**src/rtl/br_fu_pipe_pkg.sv**
```systemverilog
// Shared types and constants for the branch functional unit pipeline.
package br_fu_pipe_pkg;

  localparam int ROB_IDX  = 5;
  localparam int PRF_IDX  = 6;
  localparam int XLEN     = 32;
  localparam int ARCH_IDX = 5;

  // Branch/jump opcodes as issued by the branch reservation station.
  typedef enum logic [2:0] {
    BR_BEQ  = 3'd0,
    BR_BNE  = 3'd1,
    BR_JAL  = 3'd2,
    BR_JALR = 3'd3,
    BR_BLT  = 3'd4,
    BR_BGE  = 3'd5,
    BR_BLTU = 3'd6,
    BR_BGEU = 3'd7
  } br_op_e;

  // Issue-stage contents: everything needed to resolve the uop.
  typedef struct packed {
    logic [ROB_IDX-1:0]  rob_id;
    logic [PRF_IDX-1:0]  rd_phy;
    logic [ARCH_IDX-1:0] rd_arch;
    br_op_e              opcode;
    logic [XLEN-1:0]     imm;
    logic [XLEN-1:0]     pc;
    logic                predict_taken;
    logic [XLEN-1:0]     predict_target;
    logic [XLEN-1:0]     rs1_value;
    logic [XLEN-1:0]     rs2_value;
  } br_s1_t;

  // Result-stage contents: exactly what is broadcast on the CDB and resolve bus.
  typedef struct packed {
    logic [ROB_IDX-1:0]  rob_id;
    logic [PRF_IDX-1:0]  rd_phy;
    logic [ARCH_IDX-1:0] rd_arch;
    logic [XLEN-1:0]     rd_value;
    logic [XLEN-1:0]     pc;
    logic                taken;
    logic [XLEN-1:0]     target;
    logic                mispredict;
  } br_s2_t;

  // Unconditional jumps write a link value and are always taken.
  function automatic logic br_is_jump(input br_op_e op);
    return (op == BR_JAL) || (op == BR_JALR);
  endfunction

endpackage

```
**src/rtl/br_resolve_comb.sv**
```systemverilog
// Combinational branch resolution: direction compare, target, link value
// and mispredict detection for the uop held in the issue stage.
module br_resolve_comb
  import br_fu_pipe_pkg::*;
(
  input  br_s1_t s1,
  output br_s2_t res
);

  // JALR targets always have bit 0 cleared.
  localparam logic [XLEN-1:0] LSB_CLR = {{(XLEN-1){1'b1}}, 1'b0};
  localparam logic [XLEN-1:0] INSN_BYTES = {{(XLEN-3){1'b0}}, 3'd4};

  logic            taken_s;
  logic [XLEN-1:0] pc_plus4_s;
  logic [XLEN-1:0] pc_rel_s;
  logic [XLEN-1:0] jalr_s;
  logic [XLEN-1:0] dest_s;

  assign pc_plus4_s = s1.pc + INSN_BYTES;
  assign pc_rel_s   = s1.pc + s1.imm;
  assign jalr_s     = (s1.rs1_value + s1.imm) & LSB_CLR;

  // Direction: signed or unsigned compare per opcode, jumps always taken.
  always_comb begin
    taken_s = 1'b0;
    case (s1.opcode)
      BR_BEQ:  taken_s = (s1.rs1_value == s1.rs2_value);
      BR_BNE:  taken_s = (s1.rs1_value != s1.rs2_value);
      BR_BLT:  taken_s = ($signed(s1.rs1_value) <  $signed(s1.rs2_value));
      BR_BGE:  taken_s = ($signed(s1.rs1_value) >= $signed(s1.rs2_value));
      BR_BLTU: taken_s = (s1.rs1_value <  s1.rs2_value);
      BR_BGEU: taken_s = (s1.rs1_value >= s1.rs2_value);
      BR_JAL:  taken_s = 1'b1;
      BR_JALR: taken_s = 1'b1;
      default: taken_s = 1'b0;
    endcase
  end

  // Taken destination: register-relative for JALR, PC-relative otherwise.
  always_comb begin
    dest_s = pc_rel_s;
    if (s1.opcode == BR_JALR) begin
      dest_s = jalr_s;
    end else begin
      dest_s = pc_rel_s;
    end
  end

  // Assemble the broadcast result, comparing against the frontend prediction.
  always_comb begin
    res            = '0;
    res.rob_id     = s1.rob_id;
    res.rd_phy     = s1.rd_phy;
    res.rd_arch    = s1.rd_arch;
    res.pc         = s1.pc;
    res.taken      = taken_s;
    res.target     = taken_s ? dest_s : pc_plus4_s;
    res.mispredict = (taken_s != s1.predict_taken) ||
                     (taken_s && (dest_s != s1.predict_target));
    if (br_is_jump(s1.opcode)) begin
      res.rd_value = pc_plus4_s;
    end else begin
      res.rd_value = {XLEN{1'b0}};
    end
  end

endmodule

```
**src/rtl/br_fu_pipe.sv**
```systemverilog
// Two-stage branch functional unit: issue register (S1), resolution logic,
// result register (S2) driving the CDB and the branch-resolve bus.
module br_fu_pipe
  import br_fu_pipe_pkg::*;
(
  input  logic                clk,
  input  logic                rst_n,
  input  logic                flush,
  input  logic                br_rs_valid,
  output logic                fu_br_ready,
  input  logic [ROB_IDX-1:0]  in_rob_id,
  input  logic [PRF_IDX-1:0]  in_rd_phy,
  input  logic [4:0]          in_rd_arch,
  input  logic [2:0]          in_fu_opcode,
  input  logic [XLEN-1:0]     in_imm,
  input  logic [XLEN-1:0]     in_pc,
  input  logic                in_predict_taken,
  input  logic [XLEN-1:0]     in_predict_target,
  input  logic [XLEN-1:0]     in_rs1_value,
  input  logic [XLEN-1:0]     in_rs2_value,
  input  logic                cdb_ready,
  output logic                cdb_valid,
  output logic [ROB_IDX-1:0]  cdb_rob_id,
  output logic [PRF_IDX-1:0]  cdb_rd_phy,
  output logic [4:0]          cdb_rd_arch,
  output logic [XLEN-1:0]     cdb_rd_value,
  output logic                br_valid,
  output logic [ROB_IDX-1:0]  br_rob_id,
  output logic [XLEN-1:0]     br_pc,
  output logic                br_taken,
  output logic [XLEN-1:0]     br_target,
  output logic                br_mispredict
);

  br_s1_t s1_in_s;
  br_s1_t s1_r;
  logic   s1_valid_r;
  br_s2_t s2_in_s;
  br_s2_t s2_r;
  logic   s2_valid_r;
  logic   s1_adv_s;
  logic   s2_adv_s;

  // S2 moves when empty or its entry is being taken by the CDB;
  // S1 moves when empty or S2 moves.
  assign s2_adv_s    = !s2_valid_r || cdb_ready;
  assign s1_adv_s    = !s1_valid_r || s2_adv_s;
  assign fu_br_ready = s1_adv_s && !flush;

  // Bundle the issue-port fields into the S1 record.
  always_comb begin
    s1_in_s                = '0;
    s1_in_s.rob_id         = in_rob_id;
    s1_in_s.rd_phy         = in_rd_phy;
    s1_in_s.rd_arch        = in_rd_arch;
    s1_in_s.opcode         = br_op_e'(in_fu_opcode);
    s1_in_s.imm            = in_imm;
    s1_in_s.pc             = in_pc;
    s1_in_s.predict_taken  = in_predict_taken;
    s1_in_s.predict_target = in_predict_target;
    s1_in_s.rs1_value      = in_rs1_value;
    s1_in_s.rs2_value      = in_rs2_value;
  end

  br_resolve_comb u_resolve (
    .s1  (s1_r),
    .res (s2_in_s)
  );

  // S1 issue register: flush wins over accept; payload only loads on a new uop.
  always_ff @(posedge clk or negedge rst_n) begin
    if (!rst_n) begin
      s1_valid_r <= 1'b0;
      s1_r       <= '0;
    end else if (flush) begin
      s1_valid_r <= 1'b0;
    end else if (s1_adv_s) begin
      s1_valid_r <= br_rs_valid;
      if (br_rs_valid) begin
        s1_r <= s1_in_s;
      end
    end
  end

  // S2 result register: flush wins over retire; holds while the CDB stalls.
  always_ff @(posedge clk or negedge rst_n) begin
    if (!rst_n) begin
      s2_valid_r <= 1'b0;
      s2_r       <= '0;
    end else if (flush) begin
      s2_valid_r <= 1'b0;
    end else if (s2_adv_s) begin
      s2_valid_r <= s1_valid_r;
      if (s1_valid_r) begin
        s2_r <= s2_in_s;
      end
    end
  end

  // Broadcast straight from S2; valids are suppressed in a flush cycle.
  assign cdb_valid     = s2_valid_r && !flush;
  assign br_valid      = s2_valid_r && !flush;
  assign cdb_rob_id    = s2_r.rob_id;
  assign cdb_rd_phy    = s2_r.rd_phy;
  assign cdb_rd_arch   = s2_r.rd_arch;
  assign cdb_rd_value  = s2_r.rd_value;
  assign br_rob_id     = s2_r.rob_id;
  assign br_pc         = s2_r.pc;
  assign br_taken      = s2_r.taken;
  assign br_target     = s2_r.target;
  assign br_mispredict = s2_r.mispredict;

endmodule
```
**config.mk**
```make
export PLATFORM = sky130hd
export DESIGN_NAME = br_fu_pipe
export DESIGN_NICKNAME = d
export VERILOG_FILES = /design/src/rtl/br_fu_pipe_pkg.sv /design/src/rtl/br_resolve_comb.sv /design/src/rtl/br_fu_pipe.sv
export SDC_FILE = /design/constraint.sdc
export NUM_CORES = 1
export LEC_CHECK = 0
export ABC_AREA = 1
export BUFFER_PORTS_ARGS = -buffer_cell sky130_fd_sc_hd__buf_4
export CORE_UTILIZATION = 62
export CTS_CLUSTER_DIAMETER = 60
export DETAILED_ROUTE_END_ITERATION = 8
export PLACE_DENSITY_LB_ADDON = 0.05
export SETUP_SLACK_MARGIN = 0.15
export SKIP_LAST_GASP = 1
export SLEW_MARGIN = 5
export SYNTH_ARGS = -nofsm -noshare
export SYNTH_HDL_FRONTEND = slang
export SYNTH_SLANG_ARGS = --single-unit
```
**constraint.sdc**
```tcl
create_clock -name clk -period 5.3 [get_ports clk]
set_input_delay 1.06 -clock clk [delete_from_list [all_inputs] [get_ports clk]]
set_output_delay 1.06 -clock clk [all_outputs]
set_load 0.01 [all_outputs]
```
==> impl_metrics.tcl <==
set metrics [dict create \
    grt_pass1_vias 17400 \
    pre_cts_slack_ns 1.76 \
    synth_top_area_cell "dfrtp_1" \
    synth_warnings 0 \
    rrSetupSlack_ns 1.66 \
    fin_skew_ns 0.0228 \
    layout_common_cells "802 x nand2_1, 356 x inv_1, 314 x buf_4" \
    yosys_most_used_dff "dfrtp_1" \
    clock.fmax_mhz 274 \
    clk_latency_ns 0.53 \
    ys_seq_area_frac 0.400 \
    drc 0 \
    holdPathEnd "br_rob_id[2]" \
    grtUsageTotal 0.390 \
    ys_types 42 \
    slew_headroom 0.326 \
    drtAntennaViolNets 0 \
    synth_area_per_cell_um2 7.35 \
    cts_sinks 296 \
    syn_to_final_growth_pct 20.3 \
    ys_ff_latch 296 \
    post_cts_resize_count 0 \
    core_area_um2 29000 \
    layout.nets 3085 \
    min_period_ns 3.64 \
    post-route-period-util 0.688 \
    die_x_um 175 \
    cp_data_required_time_ns 5.73 \
    worst_pin_slew_ns 1.01 \
    clk_pin_slew_ns 0.07 \
    fillCellCount 1996 \
    synth_nets 2801 \
    numCtsBuffers 35 \
    num_rows 62 \
    postSynthCellCount 2520 \
    critPathMaxFanout 30 \
    die_h_um 175 \
    dp_hpwl_um 45400 \
    drt_iter0_drc 2110 \
    end_kind "flop" \
    rsz0062_at_grt "false" \
    post_cts_buffers 0 \
    vias_per_cell 5.74 \
    criticalPathCategory "flop to flop" \
    holdBufCountCts 0 \
    htreeDepth 2 \
    drt-wirelength-per-cell_um 18.8 \
    cts_tree "done" \
    status "complete, no violations" \
    arrival_ns 4.08 \
    hold_class "flop to flop" \
    totalPowerFinal_uw 9280 \
    vias 18500 \
    grt_pass1_wl_um 92300 \
    setup_ws_ns 1.66 \
    grt_max_degree 119 \
    cap_violations 0 \
    hold_viol_final 0 \
    clock-root-buffer "clkbuf_16" \
    start_kind "flop" \
    final_common_cell "nand2_1" \
    vdd_drop_max_uv 310 \
    yosysTopAreaCellShare 0.400 \
    synth_area_leaders "dfrtp_1 40%, nand2_1 16%, inv_1 7.2%" \
    die_area_um2 30600 \
    initial_utilization 0.639 \
    whs_path_depth 2 \
    utilization 0.768 \
    leakagePower_uw 0.0123 \
    synth-edff-count 0 \
    io_pins 307 \
    routed_wl_um 60500 \
    drive_gt1_frac 0.177 \
    setup_viol 0 \
    drt_first_pass_iters 6 \
    portBuffers 306 \
    reg2reg_depth 15 \
    slew_viol_final 0 \
    antennaDiodeCount 0 \
    hold_start "s1_r[177]" \
    grt_antenna_before_repair 0 \
    async_flop_share 1.00 \
    tns_ns 0 \
    clk_path_buf_depth 3 \
    r2r_start "s1_r[63]" \
    gp_congestion 1.00 \
    grt_overflow_total 0 \
    netlist_area_um2 18500 \
    reg2reg_to "br_target[2]" \
    power_density_nw_per_um2 416 \
]
[area by class of cell]
class                           count  area (um2)  share of cell area
Timing Repair Buffer              317        2410               0.108
Tap cell                          384         480              0.0216
Multi-Input combinational cell   1795        9480               0.425
Inverter                          359        1350              0.0605
Clock buffer                       49        1030              0.0463
Sequential cell                   296        7410               0.332
Clock inverter                     13         129             0.00578
[cells by family (layout without fill, tap and decap cells)]
logic type | Yosys count | after routing | share of synthesized area
compound gates | 270 | 270 | 0.0816
fa+ha+maj | 96 | 96 | 0.0656
flops | 296 | 296 | 0.400
simple gates | 1312 | 1312 | 0.295
xor+xnor | 23 | 23 | 0.0109
buf+inv | 429 | 738 | 0.0895
mux | 94 | 94 | 0.0571
[layer usage]
metal  up-vias  share of wire  track usage
li1       8626              -            -
met1      8618           0.41        0.532
met2      1040           0.46        0.634
met3       170          0.092       0.0577
met4         0          0.038        0.143
met5         -              0            0
[power by group]
group | internal (uW) | switching [uW] | total [uW]
registers | 2710 | 431 | 3140
logic | 1440 | 2290 | 3730
clock network | 1420 | 991 | 2410
[worst max path at each step]
stage,start,to,cells after the start
4_1_cts,s1_r[63],br_target[2],15
6_report,s1_r[63],br_target[2],15
5_1_grt,s1_r[163],br_mispredict,20
3_3_place_gp,s1_r[63],br_target[25],15
3_5_place_dp,s1_r[63],br_target[2],15
2_1_floorplan,cdb_ready,s1_r[0],8
[state kept, by name, summed over array words and instances, names as in the netlist]
| name | count |
|---|---|
| br_mispredict | 1 |
| br_pc | 32 |
| br_rob_id | 5 |
| br_taken | 1 |
| br_target | 32 |
| cdb_rd_arch | 5 |
| cdb_rd_phy | 6 |
| cdb_rd_value | 32 |
| s1_r | 180 |
| s1_valid_r | 1 |
| s2_valid_r | 1 |
[through the flow]
step / cells / cell area (um2) / hold WS, ns
final: 3213 / 22300 / 0.470
after global routing: 3213 / 22300 / 0.499
after CTS: 3213 / 22300 / 0.469
after detailed placement: 3151 / 21100 / 0.455
after global placement: 3151 / 21100 / 0.444
after floorplan: 2520 / 18500 / 0.436
[cell usage after synthesis, types with 2 or more instances]
cell type / count
nand2_1: 804
inv_1: 356
dfrtp_1: 296
nor2_1: 208
nand3_1: 204
a21oi_1: 146
ha_1: 94
mux2_2: 94
o21ai_0: 79
clkbuf_1: 37
nor3_1: 26
nand4_1: 19
xor2_1: 19
nand3b_1: 18
o211ai_1: 18
buf_1: 16
o211ai_2: 11
buf_2: 9
nor4_1: 9
o21bai_1: 7
buf_4: 6
and2_1: 5
nor2_2: 5
nand3_2: 4
xnor2_1: 4
inv_2: 3
o21ai_1: 3
a21o_1: 2
buf_6: 2
fa_1: 2
nand2_4: 2
o21a_1: 2
[critical path, cell delays in order, from the launching register on]
cell and delay (ns):
dfrtp_1 0.41, ha_1 0.44, nand2_1 0.15, nor2_2 0.16, nand4_2 0.13, nor3b_2 0.35
nand3_2 0.19, nand3_1 0.14, nand2_1 0.06, inv_1 0.05, nor2_1 0.04, nand3_2 0.15
nand2_4 0.15, nor2_4 0.65, nand3_1 0.28, o211ai_1 0.19
Power figures use the tool's default switching activity.
